**src/rtl/dut_clock_sequencer.sv**
```systemverilog
// Clock/reset sequencer for a Tiny Tapeout DUT: divided clock, reset hold,
// free-run, halt, single-step and restart, all registered off the board clock.
module dut_clock_sequencer #(
    parameter int DIV_WIDTH   = 16,
    parameter int DEFAULT_DIV = 5000,
    parameter int RST_CYCLES  = 8,
    parameter int CNT_WIDTH   = 16
) (
    input  logic                 CLK,
    input  logic                 rst,
    input  logic                 div_load,
    input  logic [DIV_WIDTH-1:0] div_value,
    input  logic                 run_req,
    input  logic                 halt_req,
    input  logic                 step_req,
    input  logic                 restart_req,
    output logic                 clk_dut,
    output logic                 rst_dut_n,
    output logic [2:0]           state,
    output logic [CNT_WIDTH-1:0] cycle_count
);

    localparam int HOLD_WIDTH = $clog2(RST_CYCLES + 1);
    localparam logic [HOLD_WIDTH-1:0] HOLD_LAST = HOLD_WIDTH'(RST_CYCLES);

    typedef enum logic [2:0] {
        S_HOLD = 3'd0,
        S_RUN  = 3'd1,
        S_HALT = 3'd2,
        S_STEP = 3'd3
    } seqState_t;

    seqState_t              state_q;
    logic                   clkDut_q;
    logic                   rstDutN_q;
    logic [DIV_WIDTH-1:0]   divCur_q;
    logic [DIV_WIDTH-1:0]   divPend_q;
    logic [DIV_WIDTH-1:0]   divCnt_q;
    logic [HOLD_WIDTH-1:0]  holdCnt_q;
    logic [CNT_WIDTH-1:0]   cycleCnt_q;
    logic                   haltPend_q;
    logic                   runPend_q;

    logic clkEn;
    logic atTerm;
    logic riseEv;
    logic fallEv;
    logic haltNow;

    assign clkEn  = (state_q != S_HALT);
    assign atTerm = (divCnt_q == divCur_q);
    assign riseEv = clkEn && atTerm && !clkDut_q;
    assign fallEv = clkEn && atTerm && clkDut_q;
    // A halt lands on the falling edge, or at once if the low phase has just begun.
    assign haltNow = (state_q == S_RUN) && (haltPend_q || halt_req) &&
                     (fallEv || (!clkDut_q && divCnt_q == '0));

    always_ff @(posedge CLK) begin
        if (rst) begin
            state_q    <= S_HOLD;
            clkDut_q   <= 1'b0;
            rstDutN_q  <= 1'b0;
            divCur_q   <= DIV_WIDTH'(DEFAULT_DIV);
            divPend_q  <= DIV_WIDTH'(DEFAULT_DIV);
            divCnt_q   <= '0;
            holdCnt_q  <= '0;
            cycleCnt_q <= '0;
            haltPend_q <= 1'b0;
            runPend_q  <= 1'b0;
        end else begin
            if (div_load) begin
                divPend_q <= div_value;
            end

            if (restart_req) begin
                state_q    <= S_HOLD;
                clkDut_q   <= 1'b0;
                rstDutN_q  <= 1'b0;
                divCnt_q   <= '0;
                holdCnt_q  <= '0;
                cycleCnt_q <= '0;
                haltPend_q <= 1'b0;
                runPend_q  <= 1'b0;
            end else begin
                if (!clkEn) begin
                    divCnt_q <= '0;
                    clkDut_q <= 1'b0;
                end else if (atTerm) begin
                    divCnt_q <= '0;
                    clkDut_q <= !clkDut_q;
                end else begin
                    divCnt_q <= divCnt_q + 1'b1;
                end

                // New divider only takes effect at a period boundary so no runt phase is produced.
                if (fallEv || !clkEn) begin
                    divCur_q <= divPend_q;
                end

                case (state_q)
                    S_HOLD: begin
                        if (riseEv && holdCnt_q != HOLD_LAST) begin
                            holdCnt_q <= holdCnt_q + 1'b1;
                        end
                        if (fallEv && holdCnt_q == HOLD_LAST) begin
                            rstDutN_q  <= 1'b1;
                            cycleCnt_q <= '0;
                            state_q    <= S_RUN;
                        end
                    end
                    S_RUN: begin
                        if (haltNow) begin
                            state_q    <= S_HALT;
                            clkDut_q   <= 1'b0;
                            divCnt_q   <= '0;
                            haltPend_q <= 1'b0;
                        end else begin
                            if (halt_req) begin
                                haltPend_q <= 1'b1;
                            end
                            if (riseEv) begin
                                cycleCnt_q <= cycleCnt_q + 1'b1;
                            end
                        end
                    end
                    S_HALT: begin
                        runPend_q <= 1'b0;
                        if (step_req) begin
                            state_q <= S_STEP;
                        end else if (run_req) begin
                            state_q <= S_RUN;
                        end
                    end
                    S_STEP: begin
                        if (halt_req) begin
                            runPend_q <= 1'b0;
                        end else if (run_req) begin
                            runPend_q <= 1'b1;
                        end
                        if (riseEv) begin
                            cycleCnt_q <= cycleCnt_q + 1'b1;
                        end
                        if (fallEv) begin
                            state_q   <= (runPend_q || (run_req && !halt_req)) ? S_RUN : S_HALT;
                            runPend_q <= 1'b0;
                        end
                    end
                    default: begin
                        state_q <= S_HOLD;
                    end
                endcase
            end
        end
    end

    assign clk_dut     = clkDut_q;
    assign rst_dut_n   = rstDutN_q;
    assign state       = state_q;
    assign cycle_count = cycleCnt_q;

endmodule
```
**config.mk**
```make
export PLATFORM = sky130hd
export DESIGN_NAME = dut_clock_sequencer
export DESIGN_NICKNAME = d
export VERILOG_FILES = /design/src/rtl/dut_clock_sequencer.sv
export SDC_FILE = /design/constraint.sdc
export NUM_CORES = 1
export LEC_CHECK = 0
export BUFFER_PORTS_ARGS = -buffer_cell sky130_fd_sc_hd__buf_2
export CAP_MARGIN = 20
export CORE_UTILIZATION = 50
export CTS_BUF_LIST = sky130_fd_sc_hd__clkbuf_4 sky130_fd_sc_hd__clkbuf_8
export CTS_CLUSTER_SIZE = 20
export DETAILED_ROUTE_END_ITERATION = 10
export MAX_ROUTING_LAYER = met4
export PLACE_DENSITY = 0.73
export SETUP_SLACK_MARGIN = 0.15
export SLEW_MARGIN = 20
export SYNTH_ARGS = -nofsm -noshare
export SYNTH_HDL_FRONTEND = slang
export SYNTH_SLANG_ARGS = --single-unit
export TNS_END_PERCENT = 50
```
**constraint.sdc**
```tcl
create_clock -name CLK -period 2.1 [get_ports CLK]
set_input_delay 0.315 -clock CLK [delete_from_list [all_inputs] [get_ports CLK]]
set_output_delay 0.315 -clock CLK [all_outputs]
set_load 0.05 [all_outputs]
```
==> results of run 1 <==
==> synthesized netlist by cell type, types with 10 or more instances <==
library cell	number	area (um2)
dfxtp_1	74	1480
nand3_1	17	85.1
xor2_1	10	87.6
xnor2_1	21	184
nor3_1	12	60.1
mux2i_1	23	230
a21oi_1	25	125
nand4_1	11	68.8
nor2_1	62	233
nand2_1	23	86.3
o21ai_0	11	55.1
==> stage by stage <==
step           power [mW]  hold WS [ns]  worst slack (ns)  utilization  instances
3_3_place_gp         1.58         0.445           -0.0244        0.586        510
4_1_cts              2.58         0.146             0.134        0.636        535
6_report             2.57         0.151             0.115        0.661        542
2_1_floorplan        1.54         0.437             0.158            -        396
3_5_place_dp         1.58         0.465           -0.0629        0.586        510
5_1_grt              2.67         0.150            0.0192        0.661        542
==> final timing paths <==
| check | cells after the start | to | start |
|---|---|---|---|
| setup / recovery | 8 | cycle_count[1] | divCnt_q[3] |
| setup reg to reg | 8 | cycle_count[1] | divCnt_q[3] |
| hold / removal | 2 | divPend_q[8] | div_value[8] |
| hold reg to reg | 1 | divCnt_q[0] | divCnt_q[0] |
==> worst register-to-register path, stage by stage, from the launching register on <==
cell,delay (ns)
dfxtp_4,0.41
xnor2_2,0.12
nand4_1,0.16
nor4_4,0.30
buf_4,0.18
or3b_4,0.43
buf_4,0.16
nand2_1,0.05
a21oi_1,0.05
==> layer usage <==
| metal | share of wire | global-route usage | vias to the layer above |
|---|---|---|---|
| li1 | - | - | 1514 |
| met1 | 0.44 | 0.273 | 1430 |
| met2 | 0.49 | 0.386 | 65 |
| met3 | 0.037 | 0.0593 | 20 |
| met4 | 0.029 | 0.133 | 0 |
| met5 | 0 | - | - |
==> power by group through the flow <==
stage | sequential, mW | clock, mW | combinational [mW]
6_report | 1.43 | 1.02 | 0.121
5_1_grt | 1.43 | 1.10 | 0.133
4_1_cts | 1.43 | 1.03 | 0.118
3_5_place_dp | 1.47 | 0 | 0.115
3_3_place_gp | 1.47 | 0 | 0.112
2_1_floorplan | 1.46 | 0 | 0.0750
==> layout make-up <==
cell class	instances	area share
multi-input combinational	289	0.454
clock buffer	9	0.0287
tap	77	0.0223
sequential	74	0.352
inverter	9	0.00783
timing repair buffer	77	0.123
clock inverter	7	0.0122
==> registers in the layout, indices dropped and copies added (netlist names) <==
| signal | cells |
|---|---|
| divPend_q | 16 |
| runPend_q | 1 |
| divCur_q | 16 |
| holdCnt_q | 4 |
| state | 2 |
| rst_dut_n | 1 |
| divCnt_q | 16 |
| clk_dut | 1 |
| cycle_count | 16 |
| haltPend_q | 1 |
==> cell families (layout without fill, tap and decap cells) <==
family | after synthesis | after routing
compound gates | 62 | 62
xor+xnor | 33 | 33
fa+ha+maj | 5 | 5
buf+inv | 33 | 102
flops | 74 | 74
mux | 23 | 23
other cells | 1 | 1
simple gates | 165 | 165
==> repair_timing <==
item / CTS / global route
resized for setup: 28 / 19
endpoints found under the setup margin: 35 / 51
pin swaps: 4 / 5
endpoints found under the hold margin: 0 / 0
cloned: 0 / 2
buffers inserted: 9 / 5
==> results by group, run 1 <==
Run status
  • Run status: finished clean

Placed design
  • Hpwl dp: 5260 um
  • Final GP Congestion: 0.886
  • I/O Buffers: 42
  • DP Area: 0.00383 mm2

Power
  • Net Sw Power: 666 uW
  • Switching Fraction: 0.259
  • Clk pwr share: 0.397
  • PwrDens: 595 mW/mm2
  • Flop pwr share: 0.556
  • Pint: 1.90 mW
  • Peak supply drop: 0.463 mV
  • Leakage: 1.78 nW
  • Logic pwr share: 0.047

Cells and area
  • Register area: 0.00152 mm2
  • Fill cells: 522
  • Design Area, Final: 0.00432 mm2
  • Final net count: 488
  • Multi-input gate area: 0.00196 mm2
  • Most common cell after layout, fill and taps aside: nor2_1
  • Area grow syn2layout: 24.4%
  • Antenna cells: 0
  • Layout cells sized above 1: 0.301
  • Commonest cells after routing, fill and taps aside: nor2_1, dfxtp_1, buf_2, buf_4, a21oi_1

Die
  • # rows: 29
  • Die Ht: 85.3 um
  • Die width: 85.3 um
  • Die ar.: 0.00728 mm2
  • Core area: 0.00653 mm2
  • I/O pin cnt: 44
  • Initial Util: 0.531

Timing
  • Post-route setup TNS: 0 ns
  • Hold Violations, Final: 0
  • Setup violation total in the final timing report: 0
  • Slew Limit Fails: 0
  • Worst-margin pin slew: 0.574 ns
  • Clock skew: 0.00771 ns
  • Unrepaired setup endpoints after global routing: yes
  • Slew margin rel.: 0.614
  • Peak Freq: 0.504 GHz
  • Period utilization: 0.945
  • Tmin final: 1.99 ns

CTS
  • Latest clock arrival within the worst-skew pair: 0.37 ns
  • CTS Buf Count: 9
  • Worst-path clk slew: 0.08 ns
  • Hold-fix buffers at CTS: 0
  • H-tree depth: 3
  • Clk sink count: 74
  • CTS root buf: clkbuf_8
  • Clk buf depth: 2
  • CTS tree: done

Critical path
  • Worst path slowest cell: or3b_4
  • Critical path data required time: 2.34 ns
  • Buf+Inv Stages, Crit Path: 2
  • Critical path fanouts, max: 8
  • Top delay family on crit path: simple AND/OR/NAND/NOR gates
  • Worst Setup End Kind: flop
  • Crit Path Category: reg -> reg
  • CP arrival: 2.22 ns
  • Crit-path max cell delay: 0.43 ns
  • Worst Setup Start Kind: flop
  • Worst path most repeated cell: buf_4
  • Worst-path cell chain: xnor2_2 > nand4_1 > nor4_4 > buf_4 > or3b_4 > buf_4 > nand2_1 > a21oi_1
  • Reg2Reg Setup Slack: 0.11 ns

GRT
  • Initial antenna violation count: 0
  • Largest net degree at the start of global routing: 39
  • Total grt overflow: 0
  • Vias in the first global route: 2861
  • Total track usage: 0.239
  • First-pass GRT wire length: 13200 um

Yosys
  • Largest family of logic cells by synthesized area: simple AND/OR/NAND/NOR gates
  • Area share of and/or/nand/nor cells after synthesis: 0.240
  • Post-synth top flop: dfxtp_1
  • Unique masters post-synth: 50
  • Mux contribution to synthesized area: 0.0664
  • Number of synthesized flops with an enable pin: 0
  • YS warnings: 0
  • Synthesized area: 0.00347 mm2
  • Adder-cell share of the synthesized area: 0.0180
  • Async SR Flop Fraction: 0
  • XOR/XNOR Fraction of Synth Area: 0.0876
  • Synth Area in Compound Gates: 0.114
  • Mapped Nets: 424
  • Sequential fraction of the synthesis area: 0.427
  • Synth Instances: 396
  • Mapped Avg Cell Area: 8.76 um2
  • FF+latch count, synth: 74

Drt
  • Drt pass-1 iters: 4
  • Drt drc: 0
  • Vias per inst: 5.59
  • Final ANT Viol Nets: 0
  • Via count: 3029
  • Detailed Route Iter0 Violations: 116
  • Routed Wire Length: 8040 um
  • Avg WL per Cell: 14.8 um

Run
  • Max-cap violations: 0

Hold path
  • Hold Crit Class: in -> reg
Note: power is estimated with default switching activity, not from simulation.
==> inputs of run 2 (changes only) <==
--- a/config.mk
+++ b/config.mk
@@ -12,7 +12,7 @@
 export CTS_CLUSTER_SIZE = 20
 export DETAILED_ROUTE_END_ITERATION = 10
 export MAX_ROUTING_LAYER = met4
-export PLACE_DENSITY = 0.73
+export PLACE_DENSITY = 0.7
 export SETUP_SLACK_MARGIN = 0.15
 export SLEW_MARGIN = 20
 export SYNTH_ARGS = -nofsm -noshare
==> constraint.sdc (replaced) <==
create_clock -name CLK -period 1.9 [get_ports CLK]
set_input_delay 0.57 -clock CLK [delete_from_list [all_inputs] [get_ports CLK]]
set_output_delay 0.57 -clock CLK [all_outputs]
set_load 0.05 [all_outputs]
==> results by group, run 2 (same netlist as run 1, synthesis figures left out) <==
Run status
  • Run status: finished with violations
  • Failing checks: negative setup slack

Timing
  • Worst hold slack: 0.419 ns
  • Setup WS post-layout: -0.150 ns
  • Period utilization: 1.08
  • Tmin final: 2.05 ns
  • Clock skew: 0.00956 ns
  • Slew margin rel.: 0.608
  • Unrepaired setup endpoints after global routing: yes
  • Hold Violations, Final: 0
  • Slew Limit Fails: 0
  • Peak Freq: 0.488 GHz
  • Worst-margin pin slew: 0.583 ns
  • Setup violation total in the final timing report: 48
  • Post-route setup TNS: -3.62 ns

Critical path
  • FF-to-FF Start: divCnt_q[2]
  • CP arrival: 2.27 ns
  • R2r endpoint: state[1]
  • Worst Setup Start Kind: flop
  • Reg2Reg Setup Slack: -0.15 ns
  • Critical path fanouts, max: 4
  • Critical path data required time: 2.12 ns
  • Crit Path Category: reg -> reg
  • Worst Setup End Kind: flop
  • Worst r2r path cells: 10

Hold path
  • Hold EP: divPend_q[9]
  • Hold Crit Depth: 2
  • Worst hold start: div_value[9]
  • Hold Crit Class: in -> reg

Cells and area
  • Core Util, Final: 0.756
  • Layout cells sized above 1: 0.426
  • Most common cell after layout, fill and taps aside: nor2_1
  • Area grow syn2layout: 42.3%
  • Commonest cells after routing, fill and taps aside: nor2_1, buf_4, dfxtp_1, buf_2, mux2i_1
  • Fill cells: 445
  • Register area: 0.00153 mm2
  • Final net count: 529
  • Multi-input gate area: 0.00214 mm2
  • Final std cells w/o fill: 582
  • Antenna cells: 0
  • Design Area, Final: 0.00494 mm2

CTS
  • CTS root buf: clkbuf_8
  • CTS tree: done
  • Clk sink count: 74
  • Hold-fix buffers at CTS: 0
  • CTS Buf Count: 9
  • Worst-path clk slew: 0.08 ns
  • H-tree depth: 3
  • Latest clock arrival within the worst-skew pair: 0.35 ns
  • Clk buf depth: 2

GRT
  • Vias in the first global route: 3174
  • Total track usage: 0.263
  • Largest net degree at the start of global routing: 38
  • First-pass GRT wire length: 14500 um
  • Initial antenna violation count: 0
  • Total grt overflow: 0

Die
  • Die width: 85.3 um
  • Initial Util: 0.531
  • Die Ht: 85.3 um
  • Core area: 0.00653 mm2
  • I/O pin cnt: 44
  • # rows: 29
  • Die ar.: 0.00728 mm2

Placed design
  • Dpl cells: 540
  • Final GP Congestion: 0.841
  • I/O Buffers: 42
  • Hpwl dp: 5610 um
  • DP Area: 0.00408 mm2

Drt
  • Routed Wire Length: 10100 um
  • Final ANT Viol Nets: 0
  • Avg WL per Cell: 17.3 um
  • Detailed Route Iter0 Violations: 128
  • Drt pass-1 iters: 4
  • Via count: 3355
  • Vias per inst: 5.76
  • Drt drc: 0

Run
  • Max-cap violations: 0

Power
  • PwrDens: 601 mW/mm2
  • Leakage: 2.07 nW
  • Peak supply drop: 0.787 mV
-- run 2: worst max-delay path by stage --
stage	end	start	cells past startpoint
6_report	state[1]	divCnt_q[2]	10
5_1_grt	cycle_count[9]	divCur_q[6]	9
4_1_cts	cycle_count[11]	divCnt_q[0]	10
3_5_place_dp	cycle_count[11]	divCnt_q[0]	10
3_3_place_gp	cycle_count[11]	divCnt_q[0]	10
2_1_floorplan	cycle_count[11]	divCnt_q[7]	8
-- run 2: metal layers --
metal / up-vias / global-route usage / part of all wire
met4: 0 / 0.138 / 0.058
met5: - / - / 0
met2: 137 / 0.444 / 0.50
met3: 53 / 0.0749 / 0.054
met1: 1571 / 0.282 / 0.38
li1: 1594 / - / -
-- run 2: where the power goes --
group	internal [mW]	switching, mW	leakage (nW)
sequential	1.56	0.0154	0.615
clock	0.613	0.591	0.0998
combinational	0.0893	0.0931	1.35
total	2.27	0.699	2.07
-- run 2: stage by stage --
stage	setup WS (ns)	power, mW
CTS	-0.0315	2.95
floorplan	0.0305	1.70
finish	-0.150	2.96
global route	-0.221	3.06
detailed placement	-0.161	1.76
global placement	-0.114	1.75
-- run 2: critical path, stage by stage, from the launching register on --
cell     delay (ns)
dfxtp_4        0.37
xnor2_2        0.16
nand4_1        0.16
nor4_4         0.28
buf_4          0.18
buf_6          0.11
buf_6          0.12
nand2_2        0.09
buf_4          0.16
nor2_1         0.19
o22ai_2        0.11
-- run 2: repair_timing --
item / CTS / global route
pin swaps: 26 / 16
endpoints found under the setup margin: 58 / 60
buffers inserted: 14 / 9
resized for setup: 58 / 40
gates cloned: 2 / 2
-- run 2: final cells by class --
class	count	area share
multi-input combinational	289	0.433
clock inverter	5	0.0112
timing repair buffer	118	0.192
sequential	74	0.310
inverter	9	0.00684
clock buffer	10	0.0266
tap	77	0.0195
